## config.mk

```make
export PLATFORM = sky130hd
export DESIGN_NAME = sr_reg_bank
export DESIGN_NICKNAME = d
export VERILOG_FILES = /design/src/rtl/srff_pkg.sv /design/src/rtl/sr_cell.sv /design/src/rtl/sr_reg_bank.sv
export SDC_FILE = /design/constraint.sdc
export NUM_CORES = 1
export LEC_CHECK = 0
export ABC_AREA = 0
export ABC_CLOCK_PERIOD_IN_PS = 1900
export BUFFER_PORTS_ARGS = -buffer_cell sky130_fd_sc_hd__buf_2
export CAP_MARGIN = 40
export CORE_UTILIZATION = 45
export CTS_CLUSTER_DIAMETER = 100
export DETAILED_ROUTE_END_ITERATION = 10
export PLACE_DENSITY_LB_ADDON = 0.3
export SLEW_MARGIN = 30
export SYNTH_ARGS = -nofsm -noshare
export SYNTH_HDL_FRONTEND = slang
export SYNTH_SLANG_ARGS = --single-unit
```

## constraint.sdc

```tcl
create_clock -name clk -period 1.9 [get_ports clk]
set_input_delay 0.285 -clock clk [delete_from_list [all_inputs] [get_ports clk]]
set_output_delay 0.285 -clock clk [all_outputs]
set_load 0.02 [all_outputs]
```

## src/rtl/srff_pkg.sv

```systemverilog
// Shared types and next-state logic for the set/reset register bank.
//   mode_e     : per-edge update mode (SR / JK / D / T)
//   POL_*      : SR-mode action when s and r are both high
//   srff_next  : single-bit next-state function used by sr_cell
package srff_pkg;

  typedef enum logic [1:0] {
    MODE_SR = 2'b00,
    MODE_JK = 2'b01,
    MODE_D  = 2'b10,
    MODE_T  = 2'b11
  } mode_e;

  localparam int POL_HOLD = 0;
  localparam int POL_SET  = 1;
  localparam int POL_RST  = 2;

  function automatic logic srff_next(input logic q, input logic s, input logic r,
                                     input mode_e mode, input int policy);
    logic nq;
    nq = q;
    case (mode)
      MODE_SR: begin
        case ({s, r})
          2'b10:   nq = 1'b1;
          2'b01:   nq = 1'b0;
          2'b11: begin
            if (policy == POL_SET)      nq = 1'b1;
            else if (policy == POL_RST) nq = 1'b0;
            else                        nq = q;
          end
          default: nq = q;
        endcase
      end
      MODE_JK: begin
        case ({s, r})
          2'b10:   nq = 1'b1;
          2'b01:   nq = 1'b0;
          2'b11:   nq = ~q;
          default: nq = q;
        endcase
      end
      MODE_D:  nq = s;
      MODE_T:  nq = q ^ s;
      default: nq = q;
    endcase
    return nq;
  endfunction

endpackage

```

## src/rtl/sr_cell.sv

```systemverilog
// One storage channel: combinational next-state from (q, s, r, mode, policy)
// followed by a single flop.
//   clk, rst_n : clock, async active-low reset (loads RESET_BIT)
//   en         : update enable, 0 holds q
//   mode       : update mode for this edge
//   s, r       : set/J/D/T and reset/K inputs
//   q          : stored bit
module sr_cell
  import srff_pkg::*;
#(
  parameter int   POLICY    = POL_HOLD,
  parameter logic RESET_BIT = 1'b0
) (
  input  logic  clk,
  input  logic  rst_n,
  input  logic  en,
  input  mode_e mode,
  input  logic  s,
  input  logic  r,
  output logic  q
);

  logic q_nxt;

  always_comb begin
    q_nxt = q;
    if (en) q_nxt = srff_next(q, s, r, mode, POLICY);
  end

  always_ff @(posedge clk or negedge rst_n) begin
    if (!rst_n) q <= RESET_BIT;
    else        q <= q_nxt;
  end

endmodule

```

## src/rtl/sr_reg_bank.sv

```systemverilog
// Bank of WIDTH set/reset channels with runtime mode select and registered
// SR-conflict reporting.
//   clk, rst_n      : clock, async active-low reset
//   en              : update enable (also gates conflict detection)
//   mode            : 00 SR, 01 JK, 10 D, 11 T
//   s, r            : per-channel set/J/D/T and reset/K inputs
//   clr_err         : synchronous clear of conflict_cnt / conflict_sticky
//   q, q_n          : stored state and its complement
//   conflict        : pulse, previous edge saw an SR conflict
//   conflict_mask   : bits that collided on that edge
//   conflict_cnt    : saturating count of conflict edges
//   conflict_sticky : set on any conflict edge until cleared
module sr_reg_bank
  import srff_pkg::*;
#(
  parameter int               WIDTH           = 8,
  parameter int               CNT_W           = 8,
  parameter int               CONFLICT_POLICY = POL_HOLD,
  parameter logic [WIDTH-1:0] RESET_VAL       = '0
) (
  input  logic             clk,
  input  logic             rst_n,
  input  logic             en,
  input  logic [1:0]       mode,
  input  logic [WIDTH-1:0] s,
  input  logic [WIDTH-1:0] r,
  input  logic             clr_err,
  output logic [WIDTH-1:0] q,
  output logic [WIDTH-1:0] q_n,
  output logic             conflict,
  output logic [WIDTH-1:0] conflict_mask,
  output logic [CNT_W-1:0] conflict_cnt,
  output logic             conflict_sticky
);

  if (CONFLICT_POLICY != POL_HOLD && CONFLICT_POLICY != POL_SET &&
      CONFLICT_POLICY != POL_RST) begin : g_bad_policy
    $error("sr_reg_bank: CONFLICT_POLICY must be 0, 1 or 2");
  end

  mode_e            mode_q;
  logic [WIDTH-1:0] both;
  logic             conflict_edge;

  assign mode_q        = mode_e'(mode);
  assign both          = s & r;
  assign conflict_edge = en && (mode_q == MODE_SR) && (|both);

  for (genvar i = 0; i < WIDTH; i++) begin : g_cell
    sr_cell #(
      .POLICY   (CONFLICT_POLICY),
      .RESET_BIT(RESET_VAL[i])
    ) u_cell (
      .clk  (clk),
      .rst_n(rst_n),
      .en   (en),
      .mode (mode_q),
      .s    (s[i]),
      .r    (r[i]),
      .q    (q[i])
    );
  end

  assign q_n = ~q;

  always_ff @(posedge clk or negedge rst_n) begin
    if (!rst_n) begin
      conflict      <= 1'b0;
      conflict_mask <= '0;
    end else begin
      conflict      <= conflict_edge;
      conflict_mask <= conflict_edge ? both : '0;
    end
  end

  // A conflict on the same edge as clr_err wins: the clear is applied first,
  // then this edge's event is counted.
  always_ff @(posedge clk or negedge rst_n) begin
    if (!rst_n) begin
      conflict_cnt    <= '0;
      conflict_sticky <= 1'b0;
    end else if (conflict_edge) begin
      conflict_sticky <= 1'b1;
      if (clr_err)                 conflict_cnt <= CNT_W'(1);
      else if (~&conflict_cnt)     conflict_cnt <= conflict_cnt + CNT_W'(1);
    end else if (clr_err) begin
      conflict_cnt    <= '0;
      conflict_sticky <= 1'b0;
    end
  end

endmodule

```

Word level (Yosys, flattened, before mapping):

Cells that the tools add are included.

* input port bits: 22
* bits in registers: 26
* output and inout port bits: 34
* logic and storage cells: 121

* add/sub/neg operators: 1
* reduce and logical (&&, ||, !) cells: 15
* bitwise gates (word level): 18
* eq/ne operators: 44
* mux-type cells: 31

Operator list (count)
* $mux 8: 5
* $eq 2x2->1 const B: 18
* $ne 4x1->1 const B: 8
* $pmux 1 s4: 8
* $ne 3x1->1 const B: 8
* $pmux 1 s3: 8
* $reduce_and 3->1: 8
* $eq 2x1->1 const B: 9
* $pmux 1 s2: 8
* $add 8x1->8 const B: 1
* $and 8x8->8: 1
* $not 1->1: 8
* $not 8->8: 1
* $reduce_and 8->1: 1
* $reduce_or 8->1: 1
* $xor 1x1->1: 8
* $logic_and 1x1->1: 2
* $logic_not 2->1: 1
* $mux 1: 2
* $ne 2x2->1 const B: 1
* $reduce_and 2->1: 1
* $reduce_bool 2->1: 1

Logic depth before layout (Yosys ltp):

* word-level depth: 5
* mapped depth: 6
* depth with buffers taken out: 6

Hierarchy:

A second synthesis with hierarchy kept.

* cells, all modules: 226
* area total of the unflattened synthesis: 2092.0 µm²

Modules (own cells, without submodules)
* sr_cell: instances 8, area each 150.1 µm², cells an instance 17
* sr_reg_bank: instances 1, area each 890.9 µm², cells an instance 90

Worst setup path after synthesis:

Ideal clock, no wire load.

* path type: register to register
* start point: register conflict_cnt[3]
* end point: register conflict_cnt[5]
* setup time: 0.066 ns
* arrival: 1.502 ns
* buffers on the path: 0
* data required time: 1.834 ns
* stages on the path, launching flop included: 6
* setup slack: 0.332 ns
* cell sequence: dfrtp_1 > and4_4 > a31oi_4 > nand3_1 > or4_1 > nand2_1

* longest elaborated chain between the ends: 4
* elaborated cells between the ends (all ways): 7
* classes of those cells: add/sub (1); eq/ne (1); mux (3); reduce/logical (2)

Ends and longest elaborated chain
* start, declared: RTL line sr_reg_bank.sv:32 `output logic [CNT_W-1:0] conflict_cnt,`
* start signal, assigned: RTL line sr_reg_bank.sv:85 `else if (~&conflict_cnt) conflict_cnt <= conflict_cnt + CNT_W'(1);`
* $add 8x1->8: RTL line sr_reg_bank.sv:85
* $mux 8: RTL line sr_reg_bank.sv:85
* $mux 8: RTL line sr_reg_bank.sv:84 `if (clr_err) conflict_cnt <= CNT_W'(1);`
* $mux 8: RTL line sr_reg_bank.sv:82 `end else if (conflict_edge) begin`

Several ways; a longest one is shown, not always the timed one. The select of a mux whose other input is x is not followed.
A chain may end at the register's enable or synchronous reset.

Worst setup path in the final report:

Ends and elaborated chain as after synthesis.

==> metrics.md <==
| Metric | Value |
|---|---|
| Antenna violations before repair | 0 |
| Crit path capture type | flip-flop |
| Yosys warning count | 0 |
| F_max | 0.633 GHz |
| Worst Skew | 4.78 ps |
| Multi-input logic area | 739 µm² |
| Vias per Instance | around 5.2 |
| WHS | between 200 and 250 ps |
| Layout cell share with drive strength beyond 1 | 31.6% |
| Period utilization | 83.1% |
| M1 wire length | 1580 µm |
| FF+latch count, synth | 26 |
| Slew headroom | about three fifths |
| Max IR drop VDD | 0.346 mV |
| Clk slew on worst S/H paths | between 100 and 150 ps |
| P_sw | 453 µW |
| Buffers added on ports | 55 |
| Final net count | 249 |
| Crit path time final | 1580 ps |
| Setup Viol. Count Final | 0 |
| Slew Viols, Final | 0 |
| Antenna-violating nets left | 0 |
| Final WL | around 3200 µm |
| Iteration-0 DRC Markers | between 60 and 70 |
| CTS tree | yes |
| Largest net degree at the start of global routing | 27 |
| Area Overhead vs Synth | 20.6% |
| Startpoint Class | flip-flop |
| Inserted Clock Buffers | 3 |
| Max-cap violations | 0 |
| Crit Reg-Reg Startpoint | conflict_cnt[3]$_DFFE_PN0P_ |
| Vias | 1404 |
| Die Y | between 60 and 70 µm |
| Die X | ~60 µm |
| Combinational fraction of design power | 29.9% |
| Reg-to-reg endpoint | conflict_cnt[5]$_DFFE_PN0P_ |
| Io pins | 56 |
| Synth unique cells | 31 |
| Core area | 3130 µm² |
| First-pass DRT Iterations | 4 |
| R2r setup slk | 320 ps |
| Worst Tran Pin Value | 578 ps |
| Seq/Total Area, Yosys | a little over two fifths |
| Static leakage | 0.000906 µW |
| Gr ovfl total | 0 |
| Post-Synthesis Cells | ~180 |
| Post-Syn Nets | about 200 |
| # resized after CTS | 0 |
| Min-Delay Path Depth | 3 |
| Mapped Area | 1530 µm² |
| Number of H-tree levels | 1 |
| Vias in the first global route | 1227 |
| Sink Count | 26 |
| CTS root buf | clkbuf_4 |
| Sequential power share | about 49% |
| Worst Hold Class | in -> reg |
| Starting Density | 48.9% |
| R2R cell count | 5 |
| Filler instances | 297 |
| Hold Path End | conflict_mask[4]$_DFF_PN0_ |
| Routed wire per std cell | 11.8 µm |
| Final Hold Violating Endpoints | 0 |
| Met2 WL post-DR | around 1400 µm |
| Rows | 20 |
| Status | finished, final reports clean |
| First-pass GRT wire length | ~5400 µm |
| Int Power | roughly 870 µW |
| CP required | approximately 2200 ps |
| Synthesized area per cell | between 8 and 9 µm² |
| Sequential Area | ~650 µm² |
| GRT Util Overall | 19.9% |
| Hold Path Origin | r[4] |
| Max FO, Critical Path | 8 |
| ANT cells | 0 |
| Clock buffer depth | 2 |
| Hpwl dp | 2350 µm |
| DIE AREA | 3640 µm² |
| Switching Share | 34.3% |
| Worst skew pair latency | around 310 ps |
| Hold_buf cts | 1 |
| Top layer reached by signal wires | met4 |
| Crit Path Category | reg -> reg |
| DRC | 0 |
| DR WL met3 | 135 µm |
| PD cells | 715 nW/µm² |
| Unrepaired setup endpoints after global routing | no |
| Setup total negative slack | 0 ps |
| Clock power share | 21.1% |
| Setup Buffers After CTS | 0 |
| GPL Wtd Cong | 0.828 |
| Critical path arrival | 1840 ps |
-- worst max-delay path: stages, from the launching register on --
cell and delay, ps:
dfrtp_1 480, and4_4 230, a31oi_4 220, nand3_1 110, or4_1 400, nand2_1 70
-- placed cells by master (no fill, tap or decap), types with 8 or more instances in the layout --
cell      synthesis  routed
buf_2             1      55
dfrtp_1          26      26
o21ai_0          19      19
nand2_1          17      17
nor2_1           17      17
a21oi_1          11      11
inv_1            10      10
nand2b_1         10      10
a221o_1           8       8
-- cells in the mapped netlist, drive strengths merged --
master / n / area [µm²]
nand4: 4 / 25.0
a221o: 8 / 80.1
nand2: 17 / 63.8
buf: 10 / 76.3
inv: 11 / 41.3
ha: 1 / 12.5
o31ai: 1 / 7.51
clkbuf: 6 / 22.5
a211oi: 1 / 7.51
nand3b: 6 / 45.0
o21ai: 20 / 104
and4: 1 / 11.3
a31o: 2 / 17.5
nand2b: 10 / 62.6
a21oi: 11 / 55.1
nor4: 1 / 6.26
nor2b: 1 / 6.26
or4: 2 / 15.0
nor2: 17 / 63.8
dfrtp: 26 / 651
nor3b: 7 / 57.6
nor3: 3 / 15.0
nand3: 4 / 20.0
a31oi: 3 / 33.8
mux2i: 3 / 30.0
-- layer usage --
metal | track usage, % | vias up
met3 | 3.03 | 2
met4 | 4.98 | 0
met5 | 0 | -
met2 | 31.2 | 36
met1 | 28.7 | 651
li1 | - | 715
-- state kept, by name, summed over array words and instances, names as in the netlist --
| name | count |
|---|---|
| conflict | 1 |
| conflict_sticky | 1 |
| conflict_mask | 8 |
| conflict_cnt | 8 |
| g_cell.u_cell.q | 8 |
-- power by group through the flow --
stage | Clock, µW | Sequential [µW] | Combinational (µW)
global route | 312 | 658 | 437
finish | 278 | 647 | 395
detailed placement | 0 | 657 | 397
global placement | 0 | 657 | 393
floorplan | 0 | 656 | 297
CTS | 282 | 647 | 398
-- worst max path at each step --
| stage | start | to | slack (ps) | cells after the start |
|---|---|---|---|---|
| final | conflict_cnt[3]$_DFFE_PN0P_ | conflict_cnt[5]$_DFFE_PN0P_ | 320 | 5 |
| after global routing | conflict_cnt[0]$_DFFE_PN0P_ | conflict_cnt[0]$_DFFE_PN0P_ | 140 | 6 |
| after CTS | conflict_cnt[3]$_DFFE_PN0P_ | conflict_cnt[5]$_DFFE_PN0P_ | 310 | 5 |
| after detailed placement | conflict_cnt[3]$_DFFE_PN0P_ | conflict_cnt[5]$_DFFE_PN0P_ | 330 | 5 |
| after global placement | conflict_cnt[0]$_DFFE_PN0P_ | conflict_cnt[5]$_DFFE_PN0P_ | 370 | 5 |
| after floorplan | conflict_cnt[3]$_DFFE_PN0P_ | conflict_cnt[5]$_DFFE_PN0P_ | 330 | 5 |
-- per-stage QoR --
step           cell area, µm²  total power, µW  std cells  util, %  setup slack [ps]
6_report                 1850             1320        269     59.0               320
5_1_grt                  1850             1410        269     59.0               140
4_1_cts                  1850             1330        269     59.0               310
3_5_place_dp             1800             1050        264     57.5               335
3_3_place_gp             1800             1050        264     57.5               366
2_1_floorplan            1530              953        176        -               332
-- cells by family after synthesis --
family          after synthesis  share of synthesized area [%]
buf+inv                      27                           9.16
fa+ha+maj                     1                          0.818
compound gates               46                           20.0
mux                           3                           1.96
flops                        26                           42.5
simple gates                 73                           25.6
-- area by class of cell --
cell class / instances / share of cell area [%]
tap: 44 / 2.98
inverter: 11 / 2.24
multi-input combinational: 123 / 40.1
timing repair buffer: 61 / 17.5
clock buffer: 4 / 1.97
sequential: 26 / 35.3
(Power assumes the default switching activity.)
